**src/rtl/rotated_patch_orient_hist.sv**
```systemverilog
// rotated_patch_orient_hist
//   Takes the raster stream of rotated, bilinear-sampled patch pixels and
//   stores one winW x winH patch. It then computes a central-difference
//   gradient at every pixel and adds the gradient magnitude into an
//   8-direction orientation histogram for each cellW x cellW cell. The packed
//   histograms form the descriptor that goes to SIFT normalisation.
//
// Ports
//   clk         clock
//   rst         synchronous active-high reset; takes priority over en
//   en          clock enable; no state changes while low
//   start       begin a new patch: clears histograms and counters, enters LOAD
//   pix_valid   pix_in carries a pixel this cycle
//   pix_in      sampled pixel, raster order (row 0 first, x ascending)
//   busy        high while in LOAD or GRAD
//   desc_valid  high while in DONE. The pulse is normally one cycle long and
//               lasts longer if en is low
//   desc_out    descriptor, hist[c][b] at [(c*binN+b)*histW +: histW]
//
// Input handshake: the input has no backpressure. A pixel is taken on a
// rising clock edge where en=1, pix_valid=1, start=0 and the FSM is in LOAD.
// pix_valid is ignored in every other case.
//
// Timing with en held high: if the last pixel is taken in cycle t, GRAD
// visits one pixel per cycle in cycles t+1..t+N, and DONE (desc_valid) is
// cycle t+N+1.

module rotated_patch_orient_hist #(
  parameter int winW  = 4,
  parameter int winH  = winW,
  parameter int dataW = 8,
  parameter int cellW = 2,
  parameter int binN  = 8,
  parameter int histW = 12
) (
  input  logic                                            clk,
  input  logic                                            rst,
  input  logic                                            en,
  input  logic                                            start,
  input  logic                                            pix_valid,
  input  logic [dataW-1:0]                                pix_in,
  output logic                                            busy,
  output logic                                            desc_valid,
  output logic [(winW/cellW)*(winH/cellW)*binN*histW-1:0] desc_out
);

  localparam int N     = winW * winH;
  localparam int IW    = $clog2(N);
  localparam int XW    = $clog2(winW);
  localparam int YW    = $clog2(winH);
  localparam int CX    = winW / cellW;
  localparam int CELLS = CX * (winH / cellW);
  localparam int HN    = CELLS * binN;
  localparam int HW    = $clog2(HN);
  localparam int DW    = HN * histW;
  localparam int MW    = dataW + 2;
  localparam int SW    = ((histW > MW) ? histW : MW) + 1;

  localparam logic [IW-1:0] IDX_LAST = IW'(N - 1);
  localparam logic [XW-1:0] X_LAST   = XW'(winW - 1);
  localparam logic [YW-1:0] Y_LAST   = YW'(winH - 1);

  typedef enum logic [1:0] {
    S_IDLE = 2'd0,
    S_LOAD = 2'd1,
    S_GRAD = 2'd2,
    S_DONE = 2'd3
  } state_e;

  state_e           state_q, state_d;
  logic [IW-1:0]    idx_q, idx_d;
  logic [XW-1:0]    x_q, x_d;
  logic [YW-1:0]    y_q, y_d;
  logic [histW-1:0] hist_q [HN];
  logic [histW-1:0] hist_d [HN];
  logic [DW-1:0]    desc_q, desc_d;
  logic [dataW-1:0] patch_q [N];
  logic             load_we;

  // Patch storage index for a (y, x) position.
  function automatic logic [IW-1:0] pidx(input logic [YW-1:0] yy,
                                         input logic [XW-1:0] xx);
    return IW'(int'(yy) * winW + int'(xx));
  endfunction

  // ---------------------------------------------------------------------
  // Gradient at the current GRAD pixel. Neighbours are clamped at the patch
  // edges, so a border pixel differences against itself on that side.
  // ---------------------------------------------------------------------
  logic [XW-1:0] x_r, x_l;
  logic [YW-1:0] y_dn, y_up;

  always_comb begin
    x_r  = (x_q == X_LAST) ? x_q : x_q + XW'(1);
    x_l  = (x_q == '0)     ? x_q : x_q - XW'(1);
    y_dn = (y_q == Y_LAST) ? y_q : y_q + YW'(1);
    y_up = (y_q == '0)     ? y_q : y_q - YW'(1);
  end

  logic [dataW-1:0] p_r, p_l, p_dn, p_up;
  assign p_r  = patch_q[pidx(y_q,  x_r)];
  assign p_l  = patch_q[pidx(y_q,  x_l)];
  assign p_dn = patch_q[pidx(y_dn, x_q)];
  assign p_up = patch_q[pidx(y_up, x_q)];

  logic signed [dataW:0] dx, dy;
  logic        [dataW:0] adx, ady;
  logic        [MW-1:0]  mag;

  assign dx  = $signed({1'b0, p_r})  - $signed({1'b0, p_l});
  assign dy  = $signed({1'b0, p_dn}) - $signed({1'b0, p_up});
  assign adx = dx[dataW] ? $unsigned(-dx) : $unsigned(dx);
  assign ady = dy[dataW] ? $unsigned(-dy) : $unsigned(dy);
  assign mag = {1'b0, adx} + {1'b0, ady};

  // ---------------------------------------------------------------------
  // Orientation bin. y grows down the raster, so bin 2 means "pointing
  // down". Each quadrant is split at the 45-degree diagonal. A tie goes to
  // the odd bin. dx=dy=0 matches no quadrant and falls to bin 0 with zero
  // magnitude.
  // ---------------------------------------------------------------------
  logic       dx_pos, dx_neg, dy_pos, dy_neg;
  logic [2:0] bin;

  assign dx_neg = dx[dataW];
  assign dy_neg = dy[dataW];
  assign dx_pos = !dx[dataW] && (dx != '0);
  assign dy_pos = !dy[dataW] && (dy != '0);

  always_comb begin
    bin = 3'd0;
    if (dx_pos && !dy_neg)      bin = (ady < adx) ? 3'd0 : 3'd1;
    else if (!dx_pos && dy_pos) bin = (adx < ady) ? 3'd2 : 3'd3;
    else if (dx_neg && !dy_pos) bin = (ady < adx) ? 3'd4 : 3'd5;
    else if (!dx_neg && dy_neg) bin = (adx < ady) ? 3'd6 : 3'd7;
  end

  // Flat histogram slot: cell-major, then bin. This matches the descriptor
  // packing, so the descriptor copy is a direct concatenation.
  logic [HW-1:0] hsel;
  assign hsel = HW'(((int'(y_q) / cellW) * CX + int'(x_q) / cellW) * binN
                    + int'(bin));

  // The sum is one bit wider than either operand, so the saturation check
  // cannot overflow.
  logic [SW-1:0]    sum;
  logic [histW-1:0] hist_upd;
  assign sum      = SW'(hist_q[hsel]) + SW'(mag);
  assign hist_upd = (sum > SW'({histW{1'b1}})) ? {histW{1'b1}}
                                                : sum[histW-1:0];

  // ---------------------------------------------------------------------
  // Next-state logic
  // ---------------------------------------------------------------------
  always_comb begin
    state_d = state_q;
    idx_d   = idx_q;
    x_d     = x_q;
    y_d     = y_q;
    desc_d  = desc_q;
    load_we = 1'b0;
    for (int i = 0; i < HN; i++) hist_d[i] = hist_q[i];

    if (start) begin
      // A restart from any state. A pixel offered in this cycle is dropped.
      // The previous descriptor stays visible until the next DONE.
      state_d = S_LOAD;
      idx_d   = '0;
      x_d     = '0;
      y_d     = '0;
      for (int i = 0; i < HN; i++) hist_d[i] = '0;
    end else begin
      unique case (state_q)
        S_LOAD: begin
          if (pix_valid) begin
            load_we = 1'b1;
            if (idx_q == IDX_LAST) begin
              idx_d   = '0;
              state_d = S_GRAD;
            end else begin
              idx_d = idx_q + IW'(1);
            end
          end
        end
        S_GRAD: begin
          hist_d[hsel] = hist_upd;
          if (x_q == X_LAST) begin
            x_d = '0;
            if (y_q == Y_LAST) begin
              y_d     = '0;
              state_d = S_DONE;
              // Take hist_d so the last pixel's update is included in the
              // copy.
              for (int i = 0; i < HN; i++) desc_d[i*histW +: histW] = hist_d[i];
            end else begin
              y_d = y_q + YW'(1);
            end
          end else begin
            x_d = x_q + XW'(1);
          end
        end
        S_DONE:  state_d = S_IDLE;
        default: state_d = state_q;
      endcase
    end
  end

  // ---------------------------------------------------------------------
  // State registers
  // ---------------------------------------------------------------------
  always_ff @(posedge clk) begin
    if (rst) begin
      state_q <= S_IDLE;
      idx_q   <= '0;
      x_q     <= '0;
      y_q     <= '0;
      desc_q  <= '0;
      for (int i = 0; i < HN; i++) hist_q[i] <= '0;
    end else if (en) begin
      state_q <= state_d;
      idx_q   <= idx_d;
      x_q     <= x_d;
      y_q     <= y_d;
      desc_q  <= desc_d;
      for (int i = 0; i < HN; i++) hist_q[i] <= hist_d[i];
    end
  end

  // Patch memory has no reset. GRAD reads it only after all N entries have
  // been written for the current patch.
  always_ff @(posedge clk) begin
    if (!rst && en && load_we) patch_q[idx_q] <= pix_in;
  end

  assign busy       = (state_q == S_LOAD) || (state_q == S_GRAD);
  assign desc_valid = (state_q == S_DONE);
  assign desc_out   = desc_q;

endmodule

```
**config.mk**
```make
export PLATFORM = sky130hd
export DESIGN_NAME = rotated_patch_orient_hist
export DESIGN_NICKNAME = d
export VERILOG_FILES = /design/src/rtl/rotated_patch_orient_hist.sv
export SDC_FILE = /design/constraint.sdc
export NUM_CORES = 2
export LEC_CHECK = 0
export ABC_AREA = 1
export ABC_CLOCK_PERIOD_IN_PS = 8850
export BUFFER_PORTS_ARGS = -buffer_cell sky130_fd_sc_hd__buf_2
export CAP_MARGIN = 20
export CELL_PAD_IN_SITES_DETAIL_PLACEMENT = 1
export CELL_PAD_IN_SITES_GLOBAL_PLACEMENT = 2
export CORE_ASPECT_RATIO = 0.8
export CORE_UTILIZATION = 33
export CTS_CLUSTER_SIZE = 25
export DETAILED_ROUTE_END_ITERATION = 8
export HOLD_SLACK_MARGIN = 0.15
export PLACE_DENSITY_LB_ADDON = 0.05
export SYNTH_ARGS = -nofsm -noshare
export SYNTH_HDL_FRONTEND = slang
export SYNTH_SLANG_ARGS = --single-unit
```
**constraint.sdc**
```tcl
create_clock -name clk -period 8.85 [get_ports clk]
set_input_delay 1.77 -clock clk [delete_from_list [all_inputs] [get_ports clk]]
set_output_delay 1.77 -clock clk [all_outputs]
set_load 0.01 [all_outputs]
```
## After elaboration in Yosys (flattened, before gate mapping)

Memories as Yosys holds them, arrays and structs flattened.
Index checks and enable logic that the tools add are counted.

| cells by class | value |
|---|---|
| add/sub/neg operators | 17 |
| magnitude comparators | 5 |
| eq/ne operators | 10 |
| multiplexer cells | 79 |
| bitwise gates (word level) | 34 |
| reduce and logical (&&, ||, !) cells | 29 |

Operators with widths:

| operator | count |
|---|---|
| $mux 384 | 2 |
| $mux 12 | 34 |
| $bwmux 384 | 1 |
| $demux 12 s5 | 1 |
| $mux 2 | 16 |
| $or 1x1->1 | 32 |
| $lt 9x9->1 | 2 |
| $mux 9 | 2 |
| $neg 9->9 | 2 |
| $reduce_bool 9->1 | 2 |
| $sub 8x8->9 | 2 |
| $add 4x2->4 | 4 |
| $mux 4 | 4 |
| $mux 1 | 14 |
| $add 12x10->13 | 1 |
| $gt 13x12->1 const B | 1 |
| $mux 3 | 4 |
| $ne 3x3->1 const B | 4 |
| $add 9x9->10 | 1 |
| $logic_and 1x1->1 | 9 |
| $eq 2x2->1 const B | 4 |
| $reduce_bool 2->1 | 4 |
| $ge 6x6->1 const B | 1 |
| $lt 6x1->1 const B | 1 |
| 18 further kinds | 26 |

| storage, ports and cells | value |
|---|---|
| register bits after elaboration | 394 |
| bits in writable memories | 512 |
| input port bits | 13 |
| output and inout bits | 386 |
| logic and storage cells | 181 |
| memories kept | 2 |

Memory list:

| memory | words | bits a word | read ports | clocked after Yosys merged registers in | write ports | line | text |
|---|---|---|---|---|---|---|---|
| hist_q | 32 | 12 | 33 | 0 | 32 | 74 | `logic [histW-1:0] hist_q [HN];` |
| patch_q | 16 | 8 | 4 | 0 | 1 | 77 | `logic [dataW-1:0] patch_q [N];` |

## Longest topological paths before layout

An unclocked memory read counts as a cell.

| depth | value |
|---|---|
| depth after elaboration | 23 |
| mapped depth | 62 |
| gate-level depth less buffers | 52 |

## Worst setup path before layout

No wires, ideal clock.

| timing | value |
|---|---|
| path kind | register -> register |
| from | reg x_q[0] |
| to | mem hist_q[23][11] (data pin) |
| arrival time | 9.132 ns |
| data required time | 8.584 ns |
| path slack | -0.548 ns |
| cell stages (with the launch flop) | 56 |
| clock period less this slack | 9.398 ns |
| path through | dfxtp_1 > clkbuf_1 > inv_2 > clkbuf_1 > ha_1 > clkbuf_1 > clkbuf_1 > clkbuf_1 > a21oi_1 > o211ai_1 > nand3_1 > nand2_1 > fa_1 > inv_1 > ha_1 > inv_1 > nor2_1 > nand3_1 > [... 20 more ...] > ha_1 > a21oi_1 > nand2_1 > a21oi_1 > o21ai_0 > a21oi_1 > o21bai_1 > a21oi_1 > nor2_1 > nor2_1 > nor2_4 > nand2_4 > buf_6 > buf_6 > buf_6 > nand3_1 > nand2_1 > nor2_1 |

RTL lines:

| element | line | text |
|---|---|---|
| from (decl) | 72 | `logic [XW-1:0] x_q, x_d;` |
| from (signal assigned) | 215 | `x_q <= '0;` |
| from (signal assigned) | 222 | `x_q <= x_d;` |
| to (decl) | 74 |  |

==> summary.md <==
| Metric | Value |
|---|---|
| HP Start | state_q[1] |
| Sink Count | 906 |
| Max stage delay cell, worst path | fa_1 |
| Initial antenna violation count | 6 |
| Die width | 412.7 um |
| Setup ws final | -321.2 ps |
| Final instance area | ~63000 um^2 |
| Clock latency on the worst-skew pair | slightly below 800 ps |
| Asr flop ratio synth | 0% |
| TritonCTS Buffers | 103 |
| Setup crit end kind | flip-flop |
| Synthesis-to-finish area growth | 40.86% |
| RSZ-0062 raised after global routing | true |
| Top FF cell, synth | edfxtp_1 |
| Max Clock Freq | 0.1090 GHz |
| Clk_skew | roughly 50 ps |
| Crit Path Max Fanout | 21 |
| Seq/Total Area, Yosys | between 50% and 60% |
| First-pass iteration count of the detailed router | 5 |
| WP data required | 9310 ps |
| HP Class | flip-flop to flip-flop |
| CTS max path bufs | 3 |
| Critical Path Start Type | flip-flop |
| Syn avg cell area | 8.195 um^2 |
| Ys Warns | 0 |
| Fillcell total | 15.55k |
| Yosys cell types | 48 |
| Die H | 330.6 um |
| Cells after Synth | 5434 |
| Most common cell in the netlist | nand2_1 |
| Clock root cell | clkbuf_16 |
| Kind of critical path | flip-flop to flip-flop |
| WP data arrival | approximately 9600 ps |
| CTS tree | yes |
| Register bit total from synthesis | 906 |
| Synth area leaders | edfxtp_1 35%, dfxtp_1 18%, o21ai_0 9.0%, nand2_1 7.0%, a21oi_1 6.1% |
| Slew @ Worst Pin | 1235 ps |
| Top delay family on crit path | simple AND/OR/NAND/NOR gates |
| Hold EP | state_q[1] |
| Syn_nets | 5520 |
| Max Cap Viol | 0 |
| Critical R2R Launch | x_q[0] |
| Inst Count DP | 7957 |
| GRT Util Overall | 28.53% |
| Post-Syn Area | between 40000 and 50000 um^2 |
| Layout cells sized above 1 | 32.32% |
| Clock-pin slew on the worst setup and hold paths | 60 ps |
| Area of the multi-input gates | 21080 um^2 |
| Final Hold Fails | 0 |
| Hold-fix buffers, CTS | 0 |
| Worst hold slack | 531.1 ps |
| Post-DP HPWL | 136.5 mm |
| Reg area | 23270 um^2 |
| Number of global-route vias before repair | 42.79k |
| Final setup vio count | 765 |
| First-pass GRT wire length | 288.9 mm |
| Worst path bufs/invs | 14 |
| Vias per Instance | 5.278 |
| Hold depth | 2 |
| Pre-CTS setup slack | -1291 ps |
| Die area | roughly 140000 um^2 |
| Number of synthesized flops with an enable pin | 512 |
| Initial Utilization | 33.25% |
| Pin count of the biggest net entering global routing | 208 |
| Routability Congestion | 0.9038 |
| Row count | 120 |
| Worst reg2reg path depth | 55 |
| Rel. slew slack | 17.36% |
| # port buffers | 398 |
| Final period utilization | 103.6% |
| Dpl cell area | about 54000 um^2 |
| 1st-iter DRT viols | around 3.5k |
| Final min period | 9171 ps |
| Total number of vias | around 44k |
| Synth top area share | 34.53% |
| Reg2reg setup slack | -320 ps |
| # H-tree levels | 3 |
| Total core area | 133900 um^2 |
| Final nets | approximately 6.5k |
| Total Wirelength | 204.0 mm |
| Outcome | finished with violations |
| Post-Layout Cell Count | 8251 |
| R2r endpoint | hist_q[10][7] |
| WL/cell | 24.72 um |
| Synth area leader | edfxtp_1 |
| Total grt overflow | 0 |
| Synth top cells by count | 825 x nand2_1, 802 x o21ai_0, 586 x inv_1 |
| # DRC | 0 |
| Fin. max-slew vios | 0 |
| Violated checks | setup timing |
| IO Count | 399 |
| Critical Path Max Stage Delay | around 560 ps |
| Detail Route Antenna Nets | 0 |
==> worst register-to-register path, delay by kind of cell (launching register included) <==
kind            cells  cell delay, ps
flops               1             390
simple gates       24            3160
xor+xnor            1             140
buf+inv            14            2000
fa+ha+maj           5            1490
compound gates     11            1710
==> area by class of cell <==
cell class	instances	area share, %
Inverter	597	3.652
Multi-Input combinational cell	3529	33.61
Timing Repair Buffer	1250	16.58
Clock inverter	37	0.4608
Antenna cell	4	0.01596
Clock buffer	159	5.057
Tap cell	1769	3.529
Sequential cell	906	37.10
==> layer usage <==
| metal | share of wire [%] | global-route usage [%] | up-vias |
|---|---|---|---|
| met1 | 47 | 39.97 | 21860 |
| met2 | 46 | 46.38 | 1070 |
| met4 | 2.8 | 7.061 | 0 |
| met3 | 4.7 | 3.805 | 228 |
| met5 | 0 | 0 | - |
| li1 | - | - | 20380 |
==> state kept, by name, indices dropped and copies added (netlist names) <==
register / cells
desc_out: 384
hist_q: 384
idx_q: 4
patch_q: 128
state_q: 2
x_q: 2
y_q: 2
==> how the worst max path moves through the flow <==
| stage | cells past startpoint | start | endpoint | slack, ps |
|---|---|---|---|---|
| 3_5_place_dp | 52 | x_q[0] | hist_q[10][7] | -1290 |
| 3_3_place_gp | 52 | x_q[0] | hist_q[27][2] | -1130 |
| 5_1_grt | 58 | x_q[0] | desc_out[16] | -720 |
| 4_1_cts | 53 | x_q[0] | hist_q[31][6] | -130 |
| 6_report | 55 | x_q[0] | hist_q[10][7] | -320 |
| 2_1_floorplan | 55 | x_q[0] | hist_q[23][11] | -20 |
==> through the flow <==
| stage | TNS, ps | utilization, % |
|---|---|---|
| final | -143970 | 46.83 |
| after global routing | -454440 | 46.83 |
| after CTS | -11520 | 44.73 |
| after detailed placement | -836660 | 40.03 |
| after global placement | -718310 | 40.01 |
| after floorplan | -17.36 | - |
==> layout by cell type, fill, tap and decap left out, drive strengths merged, types with 3 or more instances in the layout <==
| cell type | netlist | routed |
|---|---|---|
| a211oi | 13 | 13 |
| a21oi | 546 | 546 |
| a22o | 4 | 4 |
| a22oi | 14 | 14 |
| a31oi | 3 | 3 |
| buf | 83 | 1237 |
| clkbuf | 320 | 170 |
| clkinv | 0 | 31 |
| dfxtp | 394 | 394 |
| diode | 0 | 4 |
| edfxtp | 512 | 512 |
| fa | 11 | 11 |
| ha | 62 | 62 |
| inv | 597 | 601 |
| nand2 | 841 | 842 |
| nand3 | 217 | 217 |
| nand3b | 3 | 3 |
| nand4 | 39 | 39 |
| nor2 | 581 | 581 |
| nor3 | 12 | 12 |
| o211ai | 60 | 60 |
| o21ai | 910 | 910 |
| o221ai | 15 | 15 |
| o22ai | 141 | 141 |
| o31ai | 3 | 3 |
| or2 | 24 | 24 |
| or3 | 3 | 3 |
| xnor2 | 5 | 5 |
| xor2 | 16 | 16 |
==> logic make-up after synthesis <==
kind of cell	Yosys count	share of synthesized area, %
simple gates	1720	16.00
compound gates	1714	20.44
buf+inv	1000	8.671
flops	906	52.24
fa+ha+maj	73	2.237
xor+xnor	21	0.4130
==> repair_timing <==
action                                  4_1_cts  5_1_grt
buffers inserted                             47       18
pin swaps                                    82       94
endpoints found under the setup margin      768      768
resized for setup                           704      505
gates cloned                                 16       13
Power is not shown: default switching activity piles up to over one toggle a cycle in this logic, so the estimate is an artifact.
